===== config.mk =====
export PLATFORM = sky130hd
export DESIGN_NAME = periph_obi_arbiter
export DESIGN_NICKNAME = d
export VERILOG_FILES = /design/src/rtl/cei_mochila_pkg.sv /design/src/rtl/obi_pkg.sv /design/src/rtl/periph_arb_id_fifo.sv /design/src/rtl/periph_obi_arbiter.sv
export SDC_FILE = /design/constraint.sdc
export NUM_CORES = 1
export LEC_CHECK = 0
export CAP_MARGIN = 20
export CORE_AREA = 3 3 122 124
export CTS_CLUSTER_DIAMETER = 30
export DETAILED_ROUTE_END_ITERATION = 7
export DIE_AREA = 0 0 125 127
export PLACE_DENSITY_LB_ADDON = 0.08
export SYNTH_ARGS = -nofsm -noshare
export SYNTH_HDL_FRONTEND = slang
export SYNTH_SLANG_ARGS = --single-unit

===== constraint.sdc =====
create_clock -name clk_i -period 1.7 [get_ports clk_i]
set_input_delay 0.17 -clock clk_i [delete_from_list [all_inputs] [get_ports clk_i]]
set_output_delay 0.17 -clock clk_i [all_outputs]
set_load 0.01 [all_outputs]

===== src/rtl/cei_mochila_pkg.sv =====
// Platform constants for the peripheral subsystem: master count and the
// index type used to tag in-flight transactions with their issuing master.
package cei_mochila_pkg;

  localparam int unsigned NUM_PERIPH_MASTERS = 2;

  // Wide enough for up to 8 masters.
  localparam int unsigned PERIPH_MST_IDX_W = 3;

  typedef logic [PERIPH_MST_IDX_W-1:0] periph_mst_idx_t;

endpackage


===== src/rtl/obi_pkg.sv =====
// OBI bus request/response types shared by masters, arbiter and slave port.
package obi_pkg;

  typedef struct packed {
    logic        req;
    logic [31:0] addr;
    logic        we;
    logic [3:0]  be;
    logic [31:0] wdata;
  } obi_req_t;

  typedef struct packed {
    logic        gnt;
    logic        rvalid;
    logic [31:0] rdata;
  } obi_resp_t;

endpackage


===== src/rtl/periph_arb_id_fifo.sv =====
// In-order FIFO of master indices for granted transactions; the head names
// the master that owns the next rvalid. Push when full / pop when empty are
// ignored.
module periph_arb_id_fifo
  import cei_mochila_pkg::*;
#(
  parameter int unsigned DEPTH = 2,
  localparam int unsigned CNT_W = $clog2(DEPTH+1),
  localparam int unsigned PTR_W = (DEPTH > 1) ? $clog2(DEPTH) : 1
) (
  input  logic            clk_i,
  input  logic            rst_ni,
  input  logic            push_i,
  input  periph_mst_idx_t data_i,
  input  logic            pop_i,
  output periph_mst_idx_t data_o,
  output logic            full_o,
  output logic            empty_o,
  output logic [CNT_W-1:0] count_o
);

  periph_mst_idx_t mem_q [DEPTH];
  logic [PTR_W-1:0] wr_ptr_q, wr_ptr_d;
  logic [PTR_W-1:0] rd_ptr_q, rd_ptr_d;
  logic [CNT_W-1:0] count_q, count_d;
  logic do_push, do_pop;

  assign full_o  = (count_q == CNT_W'(DEPTH));
  assign empty_o = (count_q == '0);
  assign count_o = count_q;
  assign data_o  = mem_q[rd_ptr_q];
  assign do_push = push_i & ~full_o;
  assign do_pop  = pop_i & ~empty_o;

  // Next-state pointers wrap at DEPTH (which need not be a power of two).
  always_comb begin
    wr_ptr_d = wr_ptr_q;
    rd_ptr_d = rd_ptr_q;
    count_d  = count_q;
    if (do_push) wr_ptr_d = (wr_ptr_q == PTR_W'(DEPTH-1)) ? '0 : wr_ptr_q + PTR_W'(1);
    if (do_pop)  rd_ptr_d = (rd_ptr_q == PTR_W'(DEPTH-1)) ? '0 : rd_ptr_q + PTR_W'(1);
    case ({do_push, do_pop})
      2'b10:   count_d = count_q + CNT_W'(1);
      2'b01:   count_d = count_q - CNT_W'(1);
      default: count_d = count_q;
    endcase
  end

  // Control state; reset discards every in-flight tag.
  always_ff @(posedge clk_i or negedge rst_ni) begin
    if (!rst_ni) begin
      wr_ptr_q <= '0;
      rd_ptr_q <= '0;
      count_q  <= '0;
    end else begin
      wr_ptr_q <= wr_ptr_d;
      rd_ptr_q <= rd_ptr_d;
      count_q  <= count_d;
    end
  end

  // Tag storage needs no reset: validity is tracked by count_q.
  always_ff @(posedge clk_i) begin
    if (do_push) mem_q[wr_ptr_q] <= data_i;
  end

endmodule


===== src/rtl/periph_obi_arbiter.sv =====
// N:1 OBI arbiter in front of the peripheral-system slave port. Zero-latency
// combinational grant and rvalid steering; an ID FIFO remembers the issuing
// master of each outstanding transaction so responses return in order.
// Build option: define PERIPH_ARB_FIXED_PRIO_EN for fixed priority (lowest
// index wins, no round-robin pointer); default is round-robin.
module periph_obi_arbiter
  import obi_pkg::*;
  import cei_mochila_pkg::*;
#(
  parameter int unsigned NUM_MASTERS     = NUM_PERIPH_MASTERS,
  parameter int unsigned MAX_OUTSTANDING = 2,
  localparam int unsigned CNT_W = $clog2(MAX_OUTSTANDING+1)
) (
  input  logic             clk_i,
  input  logic             rst_ni,
  input  obi_req_t         master_req_i  [NUM_MASTERS],
  output obi_resp_t        master_resp_o [NUM_MASTERS],
  output obi_req_t         slave_req_o,
  input  obi_resp_t        slave_resp_i,
  output logic [CNT_W-1:0] outstanding_o
);

  logic            fifo_full, fifo_empty;
  periph_mst_idx_t fifo_head;
  logic            win_valid;
  periph_mst_idx_t win_idx;
  logic            handshake;
  logic            rsp_pop;

`ifndef PERIPH_ARB_FIXED_PRIO_EN
  periph_mst_idx_t rr_q, rr_d;
`endif

  // Winner selection; a full FIFO masks every request.
  always_comb begin
    win_valid = 1'b0;
    win_idx   = '0;
`ifdef PERIPH_ARB_FIXED_PRIO_EN
    for (int c = 0; c < NUM_MASTERS; c++) begin
      if (!win_valid && master_req_i[c].req) begin
        win_valid = 1'b1;
        win_idx   = periph_mst_idx_t'(c);
      end
    end
`else
    // First pass covers rr_q..N-1, second pass wraps over 0..rr_q-1.
    for (int c = 0; c < NUM_MASTERS; c++) begin
      if (!win_valid && master_req_i[c].req && (c >= int'(rr_q))) begin
        win_valid = 1'b1;
        win_idx   = periph_mst_idx_t'(c);
      end
    end
    for (int c = 0; c < NUM_MASTERS; c++) begin
      if (!win_valid && master_req_i[c].req && (c < int'(rr_q))) begin
        win_valid = 1'b1;
        win_idx   = periph_mst_idx_t'(c);
      end
    end
`endif
    if (fifo_full) begin
      win_valid = 1'b0;
      win_idx   = '0;
    end
  end

  assign handshake = win_valid & slave_resp_i.gnt;
  assign rsp_pop   = slave_resp_i.rvalid & ~fifo_empty;

  // Forward the winner's request; idle bus is all-zero.
  always_comb begin
    slave_req_o = '0;
    for (int c = 0; c < NUM_MASTERS; c++) begin
      if (win_valid && (win_idx == periph_mst_idx_t'(c))) slave_req_o = master_req_i[c];
    end
  end

  // Steer gnt to the winner and rvalid to the FIFO head; rdata is broadcast.
  always_comb begin
    for (int c = 0; c < NUM_MASTERS; c++) begin
      master_resp_o[c].rdata  = slave_resp_i.rdata;
      master_resp_o[c].gnt    = rst_ni & handshake & (win_idx == periph_mst_idx_t'(c));
      master_resp_o[c].rvalid = rst_ni & rsp_pop & (fifo_head == periph_mst_idx_t'(c));
    end
  end

`ifndef PERIPH_ARB_FIXED_PRIO_EN
  // Pointer moves just past the master that completed a handshake.
  always_comb begin
    rr_d = rr_q;
    if (handshake) begin
      rr_d = (win_idx == periph_mst_idx_t'(NUM_MASTERS-1)) ? '0 : win_idx + periph_mst_idx_t'(1);
    end
  end

  // Round-robin pointer register.
  always_ff @(posedge clk_i or negedge rst_ni) begin
    if (!rst_ni) rr_q <= '0;
    else         rr_q <= rr_d;
  end
`endif

  periph_arb_id_fifo #(
    .DEPTH (MAX_OUTSTANDING)
  ) u_id_fifo (
    .clk_i   (clk_i),
    .rst_ni  (rst_ni),
    .push_i  (handshake),
    .data_i  (win_idx),
    .pop_i   (rsp_pop),
    .data_o  (fifo_head),
    .full_o  (fifo_full),
    .empty_o (fifo_empty),
    .count_o (outstanding_o)
  );

endmodule


==> run_results.csv, run 1 <==
group,metric,value,unit
run_status,status,"finished with violations",
run_status,violations,"setup timing",
placement,dpl.cell_count,519,
yosys,avgSynthCellArea,8.558,um^2
route,wl_per_cell,17.03,um
floorplan,die_h,127,um
floorplan,num_rows,43,
flow_run,drv_cap,0,
floorplan,die_area,15880,um^2
timing,setup-tns-final,-3098,ps
clock_tree,cts_made_buffers,3,
finish,area_growth,142.2,%
worst_setup_path,path_common_cell,"buf_12",
pwr,pwr-share-clk,0.098,
timing,finalHoldViolations,0,
timing,fmax,0.5439,GHz
global_route,antenna_found_initial,0,
worst_setup_path,path_delay_family,"buffers and inverters",
global_route,grt_max_degree,19,
yosys,synth_fp_nets,358,
route,finalWirelength,9.212,mm
pwr,vdd_ir_drop_max,427.9,uV
worst_setup_path,crit_arrival,1670,ps
worst_setup_path,crit_chain,"nand2b_4 > and3_4 > buf_12 > buf_12 > buf_4 > a22o_1 > buf_6",
timing,worstMarginPinSlew,246.6,ps
floorplan,initial_core_util,0.1116,
pwr,p_per_area,1089,nW/um^2
clock_tree,clkLatencyLatePin,230,ps
floorplan,die_w,125,um
pwr,p_leak,1.684,nW
timing,finalSetupViolCount,69,
yosys,ys_seq_elements,7,
yosys,synth_common_cells,"a22o_1 (69), buf_4 (64), buf_2 (12), dfrtp_1 (5)",
pwr,p_sw,1.551,mW
pwr,switching_share,0.3794,
yosys,yosysUniqueCellTypes,23,
clock_tree,cts_root_buffer,"clkbuf_16",
worst_setup_path,cp_max_fo,7,
global_route,grt_util_all_layers,0.1032,
pwr,pwr-share-seq,0.075,
finish,num-nets-final,539,
route,post-route-drc-count,0,
yosys,ys_seq_area_frac,0.1195,
floorplan,core,13880,um^2
finish,antenna_cells,0,
yosys,postSynthCellCount,181,
finish,instances_no_fill,541,
timing,finalWorstSetupSlack,-138.6,ps
timing,relSlewSlack,0.8309,
clock_tree,htreeDepth,1,
worst_setup_path,critical_path_class,"reg -> out",
yosys,ys_top_cells_by_area,"a22o_1 (39%), buf_4 (31%), dfrtp_1 (8.1%), buf_2 (3.9%), edfxtp_1 (3.9%)",
clock_tree,cts_buffer_depth,2,
yosys,synth_most_common_cell,"a22o_1",
worst_setup_path,critPathBufInv,4,
worst_setup_path,start_kind,"flip-flop",
pwr,p_comb_frac,0.827,
placement,dp_hpwl,6.622,mm
pwr,p_int,2.536,mW
worst_setup_path,crit_slowest_cell,"dfrtp_1",
yosys,ys_warn_count,0,
worst_setup_path,slowest_delay,360,ps
global_route,grt_pass1_wl,12.71,mm
timing,clock_skew,0.2261,ps
yosys,synthFlopType,"dfrtp_1",
finish,drive_gt1_frac,0.3241,
yosys,synth_edf_count,2,
floorplan,ios,316,
route,vias,2084,
route,via_per_inst,3.852,
yosys,synthArstFlopShare,0.7143,
placement,gp_congestion,0.7637,
worst_setup_path,end_kind,"output pin",
timing,slew_viol_final,0,
yosys,netlist.top_cell.by_area,"a22o_1",
clock_tree,holdBufCountCts,0,
yosys,syn-cell-area,1549,um^2
yosys,yosysTopAreaCellShare,0.3901,
global_route,first_global_vias,2110,
worst_setup_path,worstPathRequired,1530,ps
pwr,total_power,4.087,mW
clock_tree,numClockSinks,7,
timing,finalCriticalPeriod,1839,ps
timing,grt_setup_unrepaired,"yes",
route,ant_nets,0,
timing,post-route-period-util,1.082,
clock_tree,cts_tree,"done",
route,drt_pre_antenna_iters,4,
global_route,grt-ovfl-total,0,
route,drt-initial-drc-count,43,
placement,portBuffers,219,
clock_tree,clk_pin_slew,40,ps
hold_path,min_path_type,"in -> out",
-- routing by layer --
metal  part of all wire  routed length, um  vias to the layer above  global-route usage
met2               0.55               5036                      146              0.2091
li1                   -                  -                      981                   -
met4              0.014                131                        0             0.02679
met1               0.34               3125                      937             0.09924
met5                  0                  0                        -                   0
met3               0.10                918                       20             0.03386
-- per-stage QoR --
| stage | utilization | setup slack [ps] | area [um^2] | hold slack (ps) |
|---|---|---|---|---|
| floorplan | - | 186.3 | 1549 | -125.6 |
| global placement | 0.2577 | -410.2 | 3577 | 340.1 |
| detailed placement | 0.2577 | -404.5 | 3577 | 340.1 |
| CTS | 0.2749 | -159.9 | 3816 | 340.1 |
| global route | 0.2703 | -182.8 | 3752 | 340.0 |
| finish | 0.2703 | -138.6 | 3752 | 340.0 |
-- power by group through the flow --
| stage | Clock, mW | Combinational [mW] | Sequential, mW |
|---|---|---|---|
| 2_1_floorplan | 0 | 1.48 | 0.330 |
| 3_3_place_gp | 0 | 3.17 | 0.311 |
| 3_5_place_dp | 0 | 3.16 | 0.310 |
| 4_1_cts | 0.406 | 3.44 | 0.308 |
| 5_1_grt | 0.418 | 3.65 | 0.316 |
| 6_report | 0.399 | 3.38 | 0.308 |
-- logic make-up after synthesis --
logic type / Yosys count / synth area share
AOI/OAI and AO/OA: 72 / 0.4047
xor gates and xnor gates: 5 / 0.02828
adders and majority gates: 1 / 0.008076
buffers and inverters: 81 / 0.3756
DFF: 7 / 0.1195
muxes: 2 / 0.01373
and+or+nand+nor: 13 / 0.05008
-- worst reg2reg max path, delay by kind of cell, from the launching register on --
kind,cells,cell delay (ps)
xor gates and xnor gates,1,150
adders and majority gates,1,320
AOI/OAI and AO/OA,1,210
DFF,1,400
and+or+nand+nor,1,140
buffers and inverters,2,310
-- area by class of cell --
cell class              count  area (um^2)
clock buffers               4        78.83
fillers                  1524        10130
inverters                   2        15.01
multi-input cells          93        813.3
flip-flops and latches      7        185.2
well taps                 180        225.2
repair buffers            255         2435
-- sequential cells by signal, summed over array words and instances, names as in the netlist --
| register | count |
|---|---|
| u_id_fifo.rd_ptr_q | 1 |
| u_id_fifo.count_o | 2 |
| rr_q | 1 |
| u_id_fifo.mem_q | 2 |
| u_id_fifo.wr_ptr_q | 1 |
-- cells in the final DEF, fill, tap and decap left out, types with 2 or more instances in the layout --
master	instances
buf_4	18
dlygate4sd2_1	4
clkdlybuf4s15_2	5
dfrtp_1	5
buf_16	2
buf_2	60
buf_6	5
and3_1	2
clkdlybuf4s50_1	143
edfxtp_1	2
nand2_1	2
nor2_1	3
xor2_1	2
nand2b_4	2
buf_12	12
clkbuf_16	6
o21a_1	2
xnor2_1	3
a22o_1	69
-- worst paths after layout --
kind,start,cells past startpoint,to,slack [ps]
max in group asynchronous,rst_ni,3,rr_q[0],1220
hold / removal,slave_resp_i[26],0,master_resp_o[26],340
hold reg to reg,u_id_fifo.rd_ptr_q,1,u_id_fifo.rd_ptr_q,490
setup reg to reg,u_id_fifo.count_o[1],6,u_id_fifo.count_o[1],100
min in group asynchronous,rst_ni,3,u_id_fifo.count_o[0],370
setup / recovery,u_id_fifo.count_o[0],7,slave_req_o[13],-140
-- what timing repair did --
| action | CTS | global route |
|---|---|---|
| buffers inserted | 9 | 3 |
| gates cloned | 5 | 3 |
| endpoints found under the setup margin | 74 | 72 |
| pin swaps | 2 | 18 |
| resized for setup | 274 | 31 |
No activity file was read; power rests on OpenSTA's default activity.
==> inputs of run 2 (changes only) <==
- clock period: 1.7 -> 1.9 ns (I/O delays scaled with it)
==> run_results.csv, run 2 (same netlist as run 1, synthesis figures left out) <==
group,metric,value,unit
finish,multiInputGateArea,803.3,um^2
hold_path,min_path_type,"in -> async",
placement,placed_cell_area,3590,um^2
global_route,grt-ovfl-total,0,
finish,regArea,185.2,um^2
timing,post-route-period-util,1.025,
finish,area_growth,140.6,%
finish,instances_no_fill,538,
timing,slew_viol_final,0,
global_route,grt_pass1_wl,11.64,mm
finish,fin_area,3727,um^2
placement,dp_hpwl,6.666,mm
finish,antenna_cells,0,
pwr,p_leak,1.920,nW
placement,portBuffers,219,
clock_tree,numClockSinks,7,
pwr,vdd_ir_drop_max,306.9,uV
timing,grt_setup_unrepaired,"yes",
worst_setup_path,reg2reg_depth,5,
clock_tree,cts_buffer_depth,2,
global_route,grt_max_degree,25,
route,via_per_inst,3.797,
placement,dpl.cell_count,519,
finish,layout_common_cells,"clkdlybuf4s50_1 (144), a22o_1 (69), clkbuf_2 (37)",
worst_setup_path,start_kind,"flip-flop",
timing,relSlewSlack,0.8210,
route,drt-initial-drc-count,17,
clock_tree,cts_made_buffers,3,
worst_setup_path,r2r_end,"u_id_fifo.count_o[1]",
pwr,p_per_area,911.1,nW/um^2
timing,finalHoldViolations,0,
worst_setup_path,end_kind,"output pin",
clock_tree,cts_tree,"done",
timing,fmax,0.5135,GHz
floorplan,die_h,127,um
floorplan,initial_core_util,0.1116,
global_route,grt_util_all_layers,0.09283,
placement,gp_congestion,0.7761,
worst_setup_path,r2r_slack,420,ps
floorplan,die_area,15880,um^2
timing,worstMarginPinSlew,267.3,ps
timing,finalCriticalPeriod,1948,ps
route,post-route-drc-count,0,
route,wl_per_cell,15.85,um
route,drt_pre_antenna_iters,4,
clock_tree,cts_root_buffer,"clkbuf_16",
floorplan,die_w,125,um
route,finalWirelength,8.529,mm
run_status,status,"finished with violations",
route,ant_nets,0,
worst_setup_path,cp_max_fo,19,
worst_setup_path,worstPathRequired,1710,ps
pwr,total_power,3.396,mW
timing,clock_skew,2.036,ps
route,vias,2043,
timing,whs,274.3,ps
timing,finalSetupViolCount,2,
finish,mostFrequentLayoutCell,"clkdlybuf4s50_1",
finish,drive_gt1_frac,0.2263,
global_route,first_global_vias,2076,
worst_setup_path,crit_arrival,1760,ps
run_status,violations,"setup timing",
finish,fin_util,0.2685,
floorplan,num_rows,43,
floorplan,core,13880,um^2
timing,finalWorstSetupSlack,-47.59,ps
worst_setup_path,critical_path_class,"reg -> out",
finish,fill_cells,1564,
worst_setup_path,r2r-start,"u_id_fifo.count_o[1]",
finish,num-nets-final,536,
flow_run,drv_cap,0,
clock_tree,clk_pin_slew,40,ps
clock_tree,htreeDepth,1,
global_route,antenna_found_initial,0,
floorplan,ios,316,
clock_tree,clkLatencyLatePin,230,ps
clock_tree,holdBufCountCts,0,
run 2: cell count changes in the layout (fill, tap and decap cells not counted), moves of 7 or more:
cell	before	now
clkbuf_2	1	37
dlygate4sd2_1	4	12
dlymetal6s2s_1	1	25
buf_2	60	1
buf_12	12	5
run 2: cell type report:
cell class | count | share of cell area
timing repair buffer | 252 | 0.6499
inverter | 2 | 0.003357
multi-input combinational | 93 | 0.2155
tap | 180 | 0.06042
clock buffer | 4 | 0.02115
sequential | 7 | 0.04968
run 2: metrics by stage:
| stage | TNS, ps | setup WS [ps] |
|---|---|---|
| after floorplan | 0 | 366.3 |
| after global placement | -13790 | -226.2 |
| after detailed placement | -13360 | -222.6 |
| after CTS | -4210 | -218.1 |
| after global routing | -204.1 | -104.3 |
| final | -82.90 | -47.59 |
run 2: worst max-delay path by stage:
stage | cells past startpoint | endpoint | from
after floorplan | 6 | slave_req_o[59] | u_id_fifo.count_o[0]
after global routing | 7 | slave_req_o[19] | u_id_fifo.count_o[0]
after detailed placement | 7 | slave_req_o[45] | master_req_i[139]
after CTS | 6 | slave_req_o[40] | u_id_fifo.count_o[1]
final | 7 | slave_req_o[15] | u_id_fifo.count_o[0]
after global placement | 7 | slave_req_o[45] | master_req_i[139]
run 2: report_power, final:
part | switching [mW] | internal, mW | leakage, nW
registers | 0.0425 | 0.229 | 0.0762
clock network | 0.0778 | 0.279 | 0.0382
logic | 1.16 | 1.60 | 1.81
run 2: worst max-delay path, cell delays in order, from the launching register on:
cell           delay [ps]
dfrtp_1               360
nand2b_4              160
nand3_4               100
clkinv_4               80
buf_4                 160
buf_16                150
a22o_1                220
dlygate4sd2_1         280
run 2: metal layers:
layer | GRT usage | vias up | wire length [um] | part of all wire
li1 | - | 972 | - | -
met1 | 0.09003 | 908 | 2959 | 0.35
met2 | 0.1848 | 144 | 4529 | 0.53
met3 | 0.02801 | 19 | 883 | 0.10
met4 | 0.03253 | 0 | 157 | 0.018
met5 | 0 | - | 0 | 0
run 2: repair_timing:
action	in CTS	in global routing
setup endpoints to repair	73	71
cloned	1	2
pin swaps	0	2
gates resized for setup	55	107
buffers inserted	0	12
endpoints found under the hold margin	0	0
